<file path="config.mk">
export PLATFORM = sky130hd
export DESIGN_NAME = control_register_file_flat
export DESIGN_NICKNAME = d
export VERILOG_FILES = /design/src/rtl/control_register_file_if.sv /design/src/rtl/control_register_file.sv /design/src/flat_wrapper.sv
export SDC_FILE = /design/constraint.sdc
export NUM_CORES = 1
export LEC_CHECK = 0
export ABC_AREA = 1
export CAP_MARGIN = 25
export CORE_MARGIN = 4
export CORE_UTILIZATION = 36
export CTS_CLUSTER_SIZE = 8
export DETAILED_ROUTE_END_ITERATION = 16
export PLACE_DENSITY = 0.73
export SLEW_MARGIN = 20
export SYNTH_ARGS = -nofsm -noshare
export SYNTH_HDL_FRONTEND = slang
export SYNTH_SLANG_ARGS = --single-unit
</file>
<file path="constraint.sdc">
create_clock -name clock -period 1.38 [get_ports clock]
set_input_delay 0.414 -clock clock [delete_from_list [all_inputs] [get_ports clock]]
set_output_delay 0.414 -clock clock [all_outputs]
set_load 0.005 [all_outputs]
</file>
<file path="src/rtl/control_register_file_if.sv">
// Bus bundle between the core and the control-register file: software
// access, hardware update strobes and the live register/pulse outputs.
interface control_register_file_if #(
  parameter int DATA_WIDTH  = 32,
  parameter int INDEX_WIDTH = 3
);
  logic                   write_enable;
  logic [INDEX_WIDTH-1:0] write_index;
  logic [DATA_WIDTH-1:0]  write_data;
  logic                   read_enable;
  logic [INDEX_WIDTH-1:0] read_index;
  logic [DATA_WIDTH-1:0]  read_data;
  logic                   read_valid;
  logic                   fault_valid;
  logic [DATA_WIDTH-1:0]  fault_linear_address;
  logic                   task_switch_valid;
  logic [DATA_WIDTH-1:0]  task_switch_cr3;
  logic                   clts;
  logic [DATA_WIDTH-1:0]  CR0;
  logic [DATA_WIDTH-1:0]  CR2;
  logic [DATA_WIDTH-1:0]  CR3;
  logic                   tlb_flush;
  logic                   illegal_access;

  modport master (
    output write_enable, write_index, write_data,
    output read_enable, read_index,
    output fault_valid, fault_linear_address,
    output task_switch_valid, task_switch_cr3, clts,
    input  read_data, read_valid, CR0, CR2, CR3, tlb_flush, illegal_access
  );

  modport slave (
    input  write_enable, write_index, write_data,
    input  read_enable, read_index,
    input  fault_valid, fault_linear_address,
    input  task_switch_valid, task_switch_cr3, clts,
    output read_data, read_valid, CR0, CR2, CR3, tlb_flush, illegal_access
  );
endinterface

</file>
<file path="src/rtl/control_register_file.sv">
// CR0/CR2/CR3 control-register file with registered read port, hardware
// update paths (page fault, task switch, CLTS) and flush/illegal pulses.
module control_register_file #(
  parameter int                    DATA_WIDTH      = 32,
  parameter int                    REG_COUNT       = 8,
  parameter int                    INDEX_WIDTH     = $clog2(REG_COUNT),
  parameter logic [DATA_WIDTH-1:0] CR0_WRITE_MASK  = 32'h8000_001F,
  parameter int                    PAGE_ALIGN_BITS = 12
) (
  input logic                   clock,
  input logic                   reset,
  control_register_file_if.slave bus
);

  localparam logic [DATA_WIDTH-1:0] ALIGN_MASK = {DATA_WIDTH{1'b1}} << PAGE_ALIGN_BITS;
  localparam int TS_BIT = 3;
  localparam int PG_BIT = 31;
  localparam int PE_BIT = 0;

  logic [DATA_WIDTH-1:0] cr0_q, cr0_d;
  logic [DATA_WIDTH-1:0] cr2_q, cr2_d;
  logic [DATA_WIDTH-1:0] cr3_q, cr3_d;
  logic [DATA_WIDTH-1:0] rdata_q, rdata_d;
  logic                  rvalid_q, rvalid_d;
  logic                  flush_q, flush_d;
  logic                  illegal_q, illegal_d;

  logic                  wr_reserved;
  logic                  rd_reserved;
  logic                  pg_without_pe;
  logic [DATA_WIDTH-1:0] ts_cr3_aligned;

  function automatic logic is_reserved(input logic [INDEX_WIDTH-1:0] idx);
    return (32'(idx) == 32'd1) || (32'(idx) >= 32'd4);
  endfunction

  always_comb begin
    wr_reserved    = is_reserved(bus.write_index);
    rd_reserved    = is_reserved(bus.read_index);
    pg_without_pe  = bus.write_data[PG_BIT] & ~bus.write_data[PE_BIT];
    ts_cr3_aligned = bus.task_switch_cr3 & ALIGN_MASK;

    cr0_d     = cr0_q;
    cr2_d     = cr2_q;
    cr3_d     = cr3_q;
    rdata_d   = rdata_q;
    rvalid_d  = bus.read_enable;
    flush_d   = 1'b0;
    illegal_d = 1'b0;

    // Reads observe the flop values, so a same-cycle write is not visible yet.
    if (bus.read_enable) begin
      if (rd_reserved) begin
        rdata_d   = '0;
        illegal_d = 1'b1;
      end else if (bus.read_index == INDEX_WIDTH'(0)) begin
        rdata_d = cr0_q;
      end else if (bus.read_index == INDEX_WIDTH'(2)) begin
        rdata_d = cr2_q;
      end else begin
        rdata_d = cr3_q;
      end
    end

    if (bus.write_enable) begin
      if (wr_reserved) begin
        illegal_d = 1'b1;
      end else if (bus.write_index == INDEX_WIDTH'(0)) begin
        if (!bus.task_switch_valid) begin
          if (pg_without_pe) illegal_d = 1'b1;
          else               cr0_d = bus.write_data & CR0_WRITE_MASK;
        end
      end else if (bus.write_index == INDEX_WIDTH'(2)) begin
        cr2_d = bus.write_data;
      end else if (!bus.task_switch_valid) begin
        cr3_d   = bus.write_data & ALIGN_MASK;
        flush_d = 1'b1;
      end
    end

    if (bus.fault_valid) cr2_d = bus.fault_linear_address;

    // CLTS acts after the software write; a task switch then forces TS back on.
    if (bus.clts) cr0_d[TS_BIT] = 1'b0;

    if (bus.task_switch_valid) begin
      cr3_d         = ts_cr3_aligned;
      cr0_d[TS_BIT] = 1'b1;
      flush_d       = (ts_cr3_aligned != cr3_q);
    end
  end

  always_ff @(posedge clock) begin
    if (reset) begin
      cr0_q     <= '0;
      cr2_q     <= '0;
      cr3_q     <= '0;
      rdata_q   <= '0;
      rvalid_q  <= 1'b0;
      flush_q   <= 1'b0;
      illegal_q <= 1'b0;
    end else begin
      cr0_q     <= cr0_d;
      cr2_q     <= cr2_d;
      cr3_q     <= cr3_d;
      rdata_q   <= rdata_d;
      rvalid_q  <= rvalid_d;
      flush_q   <= flush_d;
      illegal_q <= illegal_d;
    end
  end

  assign bus.CR0            = cr0_q;
  assign bus.CR2            = cr2_q;
  assign bus.CR3            = cr3_q;
  assign bus.read_data      = rdata_q;
  assign bus.read_valid     = rvalid_q;
  assign bus.tlb_flush      = flush_q;
  assign bus.illegal_access = illegal_q;

endmodule

</file>
<file path="src/flat_wrapper.sv">
// flat-port wrapper written by rule: the top's interface ports become plain ports
module control_register_file_flat 
#(
  parameter int                    DATA_WIDTH      = 32,
  parameter int                    REG_COUNT       = 8,
  parameter int                    INDEX_WIDTH     = $clog2(REG_COUNT),
  parameter logic [DATA_WIDTH-1:0] CR0_WRITE_MASK  = 32'h8000_001F,
  parameter int                    PAGE_ALIGN_BITS = 12
)
  (clock, reset, bus_write_enable, bus_write_index, bus_write_data, bus_read_enable, bus_read_index, bus_fault_valid, bus_fault_linear_address, bus_task_switch_valid, bus_task_switch_cr3, bus_clts, bus_read_data, bus_read_valid, bus_CR0, bus_CR2, bus_CR3, bus_tlb_flush, bus_illegal_access);
  control_register_file_if #(.DATA_WIDTH(DATA_WIDTH), .INDEX_WIDTH(INDEX_WIDTH)) bus_i ();
  input logic clock;
  input logic reset;
  input wire logic [$bits(bus_i.write_enable)-1:0] bus_write_enable;
  input wire logic [$bits(bus_i.write_index)-1:0] bus_write_index;
  input wire logic [$bits(bus_i.write_data)-1:0] bus_write_data;
  input wire logic [$bits(bus_i.read_enable)-1:0] bus_read_enable;
  input wire logic [$bits(bus_i.read_index)-1:0] bus_read_index;
  input wire logic [$bits(bus_i.fault_valid)-1:0] bus_fault_valid;
  input wire logic [$bits(bus_i.fault_linear_address)-1:0] bus_fault_linear_address;
  input wire logic [$bits(bus_i.task_switch_valid)-1:0] bus_task_switch_valid;
  input wire logic [$bits(bus_i.task_switch_cr3)-1:0] bus_task_switch_cr3;
  input wire logic [$bits(bus_i.clts)-1:0] bus_clts;
  output wire logic [$bits(bus_i.read_data)-1:0] bus_read_data;
  output wire logic [$bits(bus_i.read_valid)-1:0] bus_read_valid;
  output wire logic [$bits(bus_i.CR0)-1:0] bus_CR0;
  output wire logic [$bits(bus_i.CR2)-1:0] bus_CR2;
  output wire logic [$bits(bus_i.CR3)-1:0] bus_CR3;
  output wire logic [$bits(bus_i.tlb_flush)-1:0] bus_tlb_flush;
  output wire logic [$bits(bus_i.illegal_access)-1:0] bus_illegal_access;
  assign bus_i.write_enable = bus_write_enable;
  assign bus_i.write_index = bus_write_index;
  assign bus_i.write_data = bus_write_data;
  assign bus_i.read_enable = bus_read_enable;
  assign bus_i.read_index = bus_read_index;
  assign bus_i.fault_valid = bus_fault_valid;
  assign bus_i.fault_linear_address = bus_fault_linear_address;
  assign bus_i.task_switch_valid = bus_task_switch_valid;
  assign bus_i.task_switch_cr3 = bus_task_switch_cr3;
  assign bus_i.clts = bus_clts;
  assign bus_read_data = bus_i.read_data;
  assign bus_read_valid = bus_i.read_valid;
  assign bus_CR0 = bus_i.CR0;
  assign bus_CR2 = bus_i.CR2;
  assign bus_CR3 = bus_i.CR3;
  assign bus_tlb_flush = bus_i.tlb_flush;
  assign bus_illegal_access = bus_i.illegal_access;
  control_register_file #(.DATA_WIDTH(DATA_WIDTH), .REG_COUNT(REG_COUNT), .INDEX_WIDTH(INDEX_WIDTH), .CR0_WRITE_MASK(CR0_WRITE_MASK), .PAGE_ALIGN_BITS(PAGE_ALIGN_BITS)) u_core (.clock(clock), .reset(reset), .bus(bus_i));
endmodule
</file>
# Word-level counts from Yosys, hierarchy flattened
# Cells that the tools add are included.
# classes
add_sub_neg	0
mul	0
div_mod_pow	0
n_lt_le_gt_ge	2
n_eq_ne	12
n_shift	0
mux	31
bitwise_logic	5
reduce_logical	13
# ops
op	n
32-bit two-way mux	13
20-bit != test	1
4-bit two-way mux	4
1-bit two-way mux	14
4-bit AND reduction	3
2-bit != test (second input constant)	5
3-bit by 1-bit == test with 1-bit output (second input constant)	2
3-bit by 2-bit == test with 1-bit output (second input constant)	2
3-bit >= comparator (second input constant)	2
3-bit zero test	2
3-bit != test (second input constant)	2
2-bit nonzero test	3
3-bit nonzero test	2
5-bit AND reduction	1
1-bit NOT	4
1-bit logical OR	2
1-bit AND	1
# totals
ff_bits	93
latchBits	0
ram_bits	0
mem_bits_ro	0
input_bits	109
out_inout_bits	131
word_cells	71
mem_count	0

# Logic depth before layout (Yosys ltp)
# Gate-level depths: netlist of run 1.
# logic_depth
ltp_word	9
ltp_mapped	9
ltp_nobuf	9

# Worst setup path after synthesis of run 1
# Ideal clock, no wire load.
# synth_path
path_kind	in2reg
startpoint	input port bus_fault_valid
endpoint	register u_core.cr2_q[19], in the netlist u_core.bus.CR2[19]
setup_time_ns	0.074
arrival_time_ns	1.244
required_ns	1.306
path_slack_ns	0.062
path_stages	5
n_path_buf	2
cell_sequence	buf_2 > nor2_2 > clkbuf_1 > nand2_1 > a31oi_1
# synth_between
elab_chain_cells	2
elab_cells_between_ends	6
# synth_lines
item	line_no	text
start, declared	flat_wrapper.sv:19	input wire logic [$bits(bus_i.fault_valid)-1:0] bus_fault_valid;
2-bit != test (no line) or 2-bit nonzero test (tied branches)	-	
4-bit AND reduction (no line)	-	
end signal, assigned	control_register_file.sv:104	cr2_q <= cr2_d;
end, declared	control_register_file.sv:21	logic [DATA_WIDTH-1:0] cr2_q, cr2_d;
# Several ways; a longest one is shown, not always the timed one.
# A chain may end at the register's enable or synchronous reset.

# Worst setup path in the final report of run 1
# layout_path
startpoint	register u_core.rdata_q[24], in the netlist u_core.bus.read_data[24]
endpoint	output port bus_read_data[24]
# layout_lines
item	line_no	text
start, declared	control_register_file.sv:23	logic [DATA_WIDTH-1:0] rdata_q, rdata_d;
start signal, assigned	control_register_file.sv:106	rdata_q <= rdata_d;
end, declared	flat_wrapper.sv:24	output wire logic [$bits(bus_i.read_data)-1:0] bus_read_data;
# No word-level cell between the ends.

==> results of run 1 <==
==> synth_stat cells <==
cell type / count / share of area
sky130_fd_sc_hd__o21a_1: 1 / 0.0016
sky130_fd_sc_hd__nand2_1: 210 / 0.17
sky130_fd_sc_hd__clkinv_1: 1 / 0.00081
sky130_fd_sc_hd__nor2_1: 37 / 0.030
sky130_fd_sc_hd__a21oi_1: 58 / 0.062
sky130_fd_sc_hd__buf_6: 2 / 0.0048
sky130_fd_sc_hd__inv_1: 49 / 0.039
sky130_fd_sc_hd__nand3_1: 31 / 0.033
sky130_fd_sc_hd__clkbuf_1: 19 / 0.015
sky130_fd_sc_hd__o21ai_0: 60 / 0.064
sky130_fd_sc_hd__nor3_1: 1 / 0.0011
sky130_fd_sc_hd__buf_4: 41 / 0.066
sky130_fd_sc_hd__buf_2: 11 / 0.012
sky130_fd_sc_hd__nand2_4: 1 / 0.0024
sky130_fd_sc_hd__nor2_2: 1 / 0.0013
sky130_fd_sc_hd__dfxtp_1: 93 / 0.40
sky130_fd_sc_hd__mux2i_1: 6 / 0.013
sky130_fd_sc_hd__o211ai_1: 20 / 0.032
sky130_fd_sc_hd__nor2_4: 1 / 0.0024
sky130_fd_sc_hd__conb_1: 1 / 0.00081
sky130_fd_sc_hd__a22o_1: 1 / 0.0019
sky130_fd_sc_hd__xnor2_1: 1 / 0.0019
sky130_fd_sc_hd__buf_1: 2 / 0.0016
sky130_fd_sc_hd__a31oi_1: 24 / 0.032
sky130_fd_sc_hd__o21ai_1: 3 / 0.0032
sky130_fd_sc_hd__clkbuf_2: 1 / 0.0011
sky130_fd_sc_hd__nor3_4: 1 / 0.0035
sky130_fd_sc_hd__inv_2: 3 / 0.0024
==> path summary, 6_finish.rpt <==
kind,startpoint,end,cells past startpoint
max reg2reg,u_core.bus.CR3[31],u_core.bus.tlb_flush,10
min reg2reg,u_core.bus.read_data[1],u_core.bus.read_data[1],2
min,u_core.bus.read_data[1],u_core.bus.read_data[1],2
max,u_core.bus.read_data[24],bus_read_data[24],1
==> power groups by stage <==
stage	registers (mW)	logic (mW)	clock network [mW]
floorplan	2.97	0.597	0
global placement	2.97	1.41	0
detailed placement	2.97	1.42	0
CTS	2.91	1.38	2.57
global route	2.94	1.54	2.68
finish	2.92	1.42	2.56
==> routing by layer <==
metal | part of all wire | wire (um) | vias up
li1 | - | - | 2607
met1 | 0.45 | 7850 | 2385
met2 | 0.45 | 7840 | 230
met3 | 0.062 | 1080 | 46
met4 | 0.039 | 680 | 0
met5 | 0 | 0 | -
==> cells by family after synthesis <==
kind of cell,after synthesis
AND/OR/NAND/NOR,283
other,1
multiplexers,6
XOR/XNOR,1
buffers and inverters,129
flip-flops,93
AO/OA/AOI/OAI,167
==> area by class of cell <==
type / count / area, um^2
timing repair buffer: 255 / 2470
inverter: 53 / 204
fill: 1229 / 5170
clock inverter: 6 / 68.8
sequential: 93 / 1900
clock buffer: 10 / 239
multi-input combinational: 495 / 2330
tap: 172 / 215
antenna: 2 / 5.00
==> what timing repair did <==
action / 4_1_cts / 5_1_grt
gates resized for setup: 161 / 62
endpoints found under the setup margin: 179 / 100
gates cloned: 3 / 1
buffers inserted: 1 / 3
pin swaps: 11 / 12
==> per-stage QoR <==
step	utilization	hold WS (ns)	TNS, ns	setup slack [ns]
after global routing	0.590	0.482	-0.101	-0.0255
after detailed placement	0.554	0.455	-43.79	-0.644
after floorplan	-	0.455	0	0.0620
final	0.590	0.462	0	0.0141
after global placement	0.554	0.451	-41.01	-0.584
after CTS	0.581	0.463	0	0.0000416
==> flip-flops by register name, summed over array words and instances (netlist names) <==
name	count
u_core.bus.CR2	32
u_core.bus.tlb_flush	1
u_core.bus.CR0	6
u_core.bus.read_valid	1
u_core.bus.illegal_access	1
u_core.bus.read_data	32
u_core.bus.CR3	20
==> tightest hold or removal path, cell delays in order, from the launching register on <==
cell and delay, ns:
sky130_fd_sc_hd__dfxtp_1 0.31, sky130_fd_sc_hd__nand2_1 0.06, sky130_fd_sc_hd__a21oi_1 0.05
==> flow_summary.toml, run 1 <==
[critical_path]
cp-end-kind = "output port"
critical_path_arrival_ns = 0.95
buf_inv_stages_crit_path = 1
cp.required_ns = 0.97
reg2reg_setup_slack_ns = 0.16
path_max_fanout = 2
timing.critical_path.slowest_stage_cell = "sky130_fd_sc_hd__dfxtp_1"
cpPeakStageDelay_ns = 0.34
startpoint_type = "register"
worstSetupPathType = "reg2out"
path_delay_family = "flip-flops"
critical_path.cell_chain = "clkdlybuf4s15_1"

[floorplan]
fp.dieArea_um2 = 14800
initial_utilization = 0.369
floorplan.die.width_um = 122
ioPinCount = 240
die_extent_in_y_um = 122
fp.coreArea_um2 = 12600
core.rowCount = 41

[route]
dr_pass1_iterations = 5
drt-total-wl_mm = 17.4
routed-via-count = 5268
drt.antenna.violating_nets = 0
vias_per_cell = 4.85
drt-initial-drc-count = 503
routedWlPerCell_um = 16.1
remaining_drc_errors = 0

[pwr]
p_seq_frac = 0.423
netSwitchingFraction = 0.274
switching_power_mw = 1.89
power_per_cell_area_nw_per_um2 = 927
ir_drop_uv = 526
power.share.combinational = 0.206
internal_power_mw = 5.01
total_power_mw = 6.90
total_leakage_power_nw = 3.56
part_of_the_power_in_the_clock_network = 0.371

[logic_synthesis]
synth_xor_xnor_area_share = 0.00188
synth_compound_area_frac = 0.198
synth-adder-area-share = 0
synthesis.instances = 680
synthSimpleGateAreaFrac = 0.243
synthesis.area_per_instance_um2 = 6.85
synthMuxAreaShare = 0.0129
yosys_warnings = 0
syn_area_um2 = 4660
synth_top_family_by_area = "simple AND/OR/NAND/NOR gates"
ys_seq_elements = 93
yosysSeqAreaShare = 0.400
yosysUniqueCellTypes = 28

[placed_design]
routabilityCongestion = 0.932
numPortBuffers = 189
dpl.cell_count = 1060
dp.final_hpwl_mm = 13.3
dpl_cell_area_um2 = 6990

[layout]
final_cell_mix = "206 x sky130_fd_sc_hd__nand2_1, 78 x sky130_fd_sc_hd__clkdlybuf4s50_1, 78 x sky130_fd_sc_hd__dlygate4sd2_1, 59 x sky130_fd_sc_hd__dfxtp_1, 57 x sky130_fd_sc_hd__a21oi_1"
layout_commonest_cell = "sky130_fd_sc_hd__nand2_1"
fin_nets = 1016
post_route_cells_drive_above_1_share = 0.164
design_area_um2 = 7440
area_growth_syn_to_layout_pct = 59.9
fin_cells = 1086

[sta]
clock_skew_ns = 0.00737
report.final.hold_viol_count = 0
grt_setup_unrepaired = "yes"
setup_viol = 0
timing.final.crit_period_ns = 1.37
final-max-slew-violation-count = 0
post-route-period-util = 0.990
achievable-frequency_ghz = 0.732

[grt]
gr-usage-all-layers = 0.225
grt.overflow.total = 0
gr-usage-met3 = 0.0316
grt_pass1_vias = 4967
use_met1 = 0.310
grt_pass1_wl_mm = 26.2
antenna_found_initial = 2
grt_busiest_layer = "met2"
maximum_number_of_pins_on_one_net_before_global_route_repair = 27
grt_util_met2 = 0.350

[flow_run]
max_cap_violations = 0

[clock_network]
worst_skew_pair.late_latency_ns = 0.34
clock_sinks = 93
clkTransAtPathRegs_ns = 0.07
cts_max_path_bufs = 2
tritoncts_buffers = 9
clock_tree.root_cell = "sky130_fd_sc_hd__clkbuf_16"
tritoncts_clock_tree = "built"
cts-hold-fix-buffers = 0
cts_max_level = 3

[outcome]
run_status = "finished, final reports clean"

[min_path]
hp-class = "reg2reg"
Power figures use the tool's default switching activity.
==> run 2, diff against run 1 <==
--- a/config.mk
+++ b/config.mk
@@ -6,12 +6,11 @@
 export NUM_CORES = 1
 export LEC_CHECK = 0
 export ABC_AREA = 1
-export CAP_MARGIN = 25
 export CORE_MARGIN = 4
 export CORE_UTILIZATION = 36
 export CTS_CLUSTER_SIZE = 8
 export DETAILED_ROUTE_END_ITERATION = 16
-export PLACE_DENSITY = 0.73
+export PLACE_DENSITY = 0.88
 export SLEW_MARGIN = 20
 export SYNTH_ARGS = -nofsm -noshare
 export SYNTH_HDL_FRONTEND = slang
==> flow_summary.toml, run 2 (synthesis results as in run 1) <==
[outcome]
run_status = "finished, violations left"
violated_checks = "negative setup slack"

[sta]
grt_setup_unrepaired = "yes"
post-route-period-util = 1.01
setup_viol = 2
timing.final.crit_period_ns = 1.39
clock_skew_ns = 0.00584
timing.final.ws_setup_ns = -0.0132
achievable-frequency_ghz = 0.718
setup_tns_ns = -0.0195
report.final.hold_viol_count = 0
final-max-slew-violation-count = 0

[route]
routedWlPerCell_um = 17.1
drt-initial-drc-count = 462
remaining_drc_errors = 0
dr_pass1_iterations = 6
drt.antenna.violating_nets = 0
drt-total-wl_mm = 18.6
routed-via-count = 5421
vias_per_cell = 4.99

[critical_path]
worstSetupStartpoint = "u_core.bus.CR3[12]"
cpPeakStageDelay_ns = 0.38
path_max_fanout = 3
path_delay_family = "flip-flops"
cp.required_ns = 0.97
cp-end-kind = "output port"
critical_path_arrival_ns = 0.98
timing.critical_path.slowest_stage_cell = "sky130_fd_sc_hd__dfxtp_1"
buf_inv_stages_crit_path = 1
startpoint_type = "register"
worstReg2RegStart = "u_core.bus.CR3[27]"
worstSetupPathType = "reg2out"
critical_path.cell_chain = "clkdlybuf4s15_2"

[pwr]
total_leakage_power_nw = 3.43
power_per_cell_area_nw_per_um2 = 940
ir_drop_uv = 517

[layout]
area_growth_syn_to_layout_pct = 58.2
layout_commonest_cell = "sky130_fd_sc_hd__nand2_1"
final_cell_mix = "206 x sky130_fd_sc_hd__nand2_1, 82 x sky130_fd_sc_hd__clkdlybuf4s50_1, 59 x sky130_fd_sc_hd__dlygate4sd2_1, 57 x sky130_fd_sc_hd__a21oi_1, 54 x sky130_fd_sc_hd__buf_4"
design_area_um2 = 7370
fin_nets = 1016
post_route_cells_drive_above_1_share = 0.186

[floorplan]
fp.coreArea_um2 = 12600
floorplan.die.width_um = 122
core.rowCount = 41
initial_utilization = 0.369
ioPinCount = 240
fp.dieArea_um2 = 14800
die_extent_in_y_um = 122

[grt]
grt.overflow.total = 0
gr-usage-all-layers = 0.237
antenna_found_initial = 2
grt_pass1_wl_mm = 27.2
grt_pass1_vias = 5052
maximum_number_of_pins_on_one_net_before_global_route_repair = 41

[min_path]
hold_path.startpoint = "u_core.bus.read_data[5]"
hp-class = "reg2reg"

[clock_network]
cts_max_path_bufs = 2
cts-hold-fix-buffers = 0
clock_sinks = 93
clock_tree.root_cell = "sky130_fd_sc_hd__clkbuf_16"
clkTransAtPathRegs_ns = 0.07
tritoncts_buffers = 9
worst_skew_pair.late_latency_ns = 0.35
cts_max_level = 3
tritoncts_clock_tree = "built"

[placed_design]
dp.final_hpwl_mm = 13.8
dpl_cell_area_um2 = 6940
numPortBuffers = 189
routabilityCongestion = 0.923

[flow_run]
max_cap_violations = 0
## run 2: through the flow
stage / hold WS [ns] / total power, mW / utilization / instances / worst slack, ns
detailed placement: 0.456 / 4.37 / 0.550 / 1060 / -0.542
floorplan: 0.455 / 3.57 / - / 717 / 0.0620
global placement: 0.452 / 4.35 / 0.550 / 1060 / -0.476
CTS: 0.463 / 6.88 / 0.578 / 1081 / 0.000396
global route: 0.478 / 7.18 / 0.584 / 1086 / -0.0339
finish: 0.461 / 6.93 / 0.584 / 1086 / -0.0132
## run 2: timing repair
item / 4_1_cts / 5_1_grt
setup endpoints to repair: 183 / 85
pin swaps: 8 / 7
cloned: 2 / 1
gates resized for setup: 190 / 72
setup buffers: 3 / 2
## run 2: final timing paths
check,cells after the start,slack [ns],end
worst max-delay path,1,-0.01,bus_CR3[12]
worst min-delay path,2,0.46,u_core.bus.read_data[5]
worst max register to register,10,0.25,u_core.bus.tlb_flush
worst min register to register,2,0.46,u_core.bus.read_data[5]
## run 2: area by class of cell
cell class	count	area (um^2)
clock inverter	7	82.6
clock buffer	9	225
multi-input combinational	496	2330
timing repair buffer	254	2380
tap	172	215
antenna	2	5.00
inverter	53	206
fill	1135	5250
sequential	93	1920
## run 2: per-layer routing
metal	part of all wire	vias to the layer above	global-route usage
met4	0.055	0	0.133
met2	0.46	287	0.369
met1	0.39	2453	0.302
li1	-	2617	-
met5	0	-	0
met3	0.090	64	0.0576
## run 2: tightest hold or removal path, cell delays in order (launching register included)
cell and delay, ns:
sky130_fd_sc_hd__dfxtp_1 0.31, sky130_fd_sc_hd__nand2_1 0.06, sky130_fd_sc_hd__a21oi_1 0.05
## run 2: report_power, final
part | switching, mW | total (mW) | internal (mW)
registers | 0.0955 | 2.93 | 2.83
clock network | 1.15 | 2.58 | 1.43
logic | 0.720 | 1.42 | 0.700
==> run 3, diff against run 2 <==
--- a/config.mk
+++ b/config.mk
@@ -6,11 +6,12 @@
 export NUM_CORES = 1
 export LEC_CHECK = 0
 export ABC_AREA = 1
+export ABC_CLOCK_PERIOD_IN_PS = 1400
 export CORE_MARGIN = 4
-export CORE_UTILIZATION = 36
+export CORE_UTILIZATION = 40
 export CTS_CLUSTER_SIZE = 8
 export DETAILED_ROUTE_END_ITERATION = 16
-export PLACE_DENSITY = 0.88
+export PLACE_DENSITY_LB_ADDON = 0.25
 export SLEW_MARGIN = 20
 export SYNTH_ARGS = -nofsm -noshare
 export SYNTH_HDL_FRONTEND = slang
==> constraint.sdc (replaced) <==
create_clock -name clock -period 1.4 [get_ports clock]
set_input_delay 0.42 -clock clock [delete_from_list [all_inputs] [get_ports clock]]
set_output_delay 0.42 -clock clock [all_outputs]
set_load 0.005 [all_outputs]
==> flow_summary.toml, run 3 (synthesis results as in run 1) <==
[layout]
fin_nets = 1006
register_area_um2 = 1930
post_route_cells_drive_above_1_share = 0.173
fin_util = 0.638
layout_commonest_cell = "sky130_fd_sc_hd__nand2_1"
area_growth_syn_to_layout_pct = 56.4
nFillCells = 1014
multiInputGateArea_um2 = 2330
final_cell_mix = "206 x sky130_fd_sc_hd__nand2_1, 91 x sky130_fd_sc_hd__dlygate4sd2_1, 81 x sky130_fd_sc_hd__clkdlybuf4s50_1, 58 x sky130_fd_sc_hd__a21oi_1, 54 x sky130_fd_sc_hd__dfxtp_2"

[pwr]
netSwitchingFraction = 0.271
internal_power_mw = 5.08
p_seq_frac = 0.416
part_of_the_power_in_the_clock_network = 0.391
power.share.combinational = 0.193
switching_power_mw = 1.89
power_per_cell_area_nw_per_um2 = 957
total_leakage_power_nw = 3.52
ir_drop_uv = 539

[critical_path]
critical_path.cell_chain = "clkdlybuf4s15_1"
path_delay_family = "flip-flops"
timing.critical_path.slowest_stage_cell = "sky130_fd_sc_hd__dfxtp_1"
worstSetupPathType = "reg2out"
cp-end-kind = "output port"
cp.required_ns = 0.98
worstSetupStartpoint = "u_core.bus.CR3[16]"
critical_path_arrival_ns = 0.96
worstReg2RegStart = "u_core.bus.CR3[31]"
path_max_fanout = 3
startpoint_type = "register"
buf_inv_stages_crit_path = 1
cpPeakStageDelay_ns = 0.36

[floorplan]
die_extent_in_y_um = 116
fp.coreArea_um2 = 11400
initial_utilization = 0.408
ioPinCount = 240
fp.dieArea_um2 = 13400
core.rowCount = 39
floorplan.die.width_um = 116

[route]
drt.antenna.violating_nets = 0
drt-total-wl_mm = 18.0
drt-initial-drc-count = 536
vias_per_cell = 5.19
routed-via-count = 5433
dr_pass1_iterations = 5
remaining_drc_errors = 0
routedWlPerCell_um = 17.2

[outcome]
run_status = "finished, final reports clean"

[grt]
grt_pass1_vias = 5160
maximum_number_of_pins_on_one_net_before_global_route_repair = 40
antenna_found_initial = 1
grt.overflow.total = 0
grt_pass1_wl_mm = 26.8
gr-usage-all-layers = 0.256

[sta]
setup_tns_ns = 0
fin_worst_hold_slack_ns = 0.424
report.final.hold_viol_count = 0
post-route-period-util = 0.984
achievable-frequency_ghz = 0.726
setup_viol = 0
timing.final.crit_period_ns = 1.38
clock_skew_ns = 0.00853
final-max-slew-violation-count = 0

[clock_network]
cts_max_level = 3
tritoncts_clock_tree = "built"
clkTransAtPathRegs_ns = 0.06
clock_sinks = 93
cts-hold-fix-buffers = 0
worst_skew_pair.late_latency_ns = 0.34
clock_tree.root_cell = "sky130_fd_sc_hd__clkbuf_16"
cts_max_path_bufs = 2
tritoncts_buffers = 9

[min_path]
hp-class = "in2reg"
hold_path.startpoint = "reset"

[flow_run]
max_cap_violations = 0

[placed_design]
routabilityCongestion = 0.927
numPortBuffers = 189
dp.final_hpwl_mm = 13.7
-- run 3: worst paths after layout --
check | endpoint | slack, ns | cells past startpoint
setup / recovery | bus_CR3[16] | 0.02 | 1
hold / removal | u_core.bus.read_valid | 0.42 | 3
setup reg to reg | u_core.bus.tlb_flush | 0.23 | 9
hold reg to reg | u_core.bus.read_data[15] | 0.46 | 2
-- run 3: per-stage QoR --
step	worst slack [ns]	std cells	cell area [um^2]	power [mW]
after detailed placement	-0.558	1021	6820	4.28
after CTS	0.000228	1043	7200	6.93
after global routing	-0.00605	1046	7290	7.23
after global placement	-0.504	1021	6820	4.26
final	0.0223	1046	7290	6.97
after floorplan	0.0760	717	4800	3.52
-- run 3: layer usage --
| metal | wire (um) | global-route usage |
|---|---|---|
| met5 | 0 | 0 |
| met4 | 386 | 0.0812 |
| met3 | 1520 | 0.0366 |
| met2 | 8880 | 0.443 |
| met1 | 7240 | 0.330 |
-- run 3: tightest hold or removal path: stages --
cell and delay (ns):
sky130_fd_sc_hd__buf_2 0.12, sky130_fd_sc_hd__nor2_1 0.06, sky130_fd_sc_hd__buf_4 0.12
-- run 3: cell type report --
class,count,area share
multi-input cells,496,0.320
flip-flops and latches,93,0.265
clock inverters,6,0.0125
diodes,1,0.000343
repair buffers,244,0.317
inverters,53,0.0276
well taps,143,0.0246
clock buffers,10,0.0328
-- run 3: timing repair --
| item | CTS | global route |
|---|---|---|
| gates cloned | 2 | 1 |
| setup buffers | 5 | 1 |
| endpoints found under the setup margin | 182 | 46 |
| pin swaps | 7 | 5 |
| hold endpoints to repair | 0 | 0 |
| gates resized for setup | 182 | 42 |
-- run 3: power by group through the flow --
stage | registers, mW | clock network (mW) | logic (mW)
after floorplan | 2.93 | 0 | 0.589
after global placement | 2.94 | 0 | 1.32
after detailed placement | 2.94 | 0 | 1.34
after CTS | 2.89 | 2.75 | 1.30
after global routing | 2.91 | 2.86 | 1.46
final | 2.90 | 2.73 | 1.35
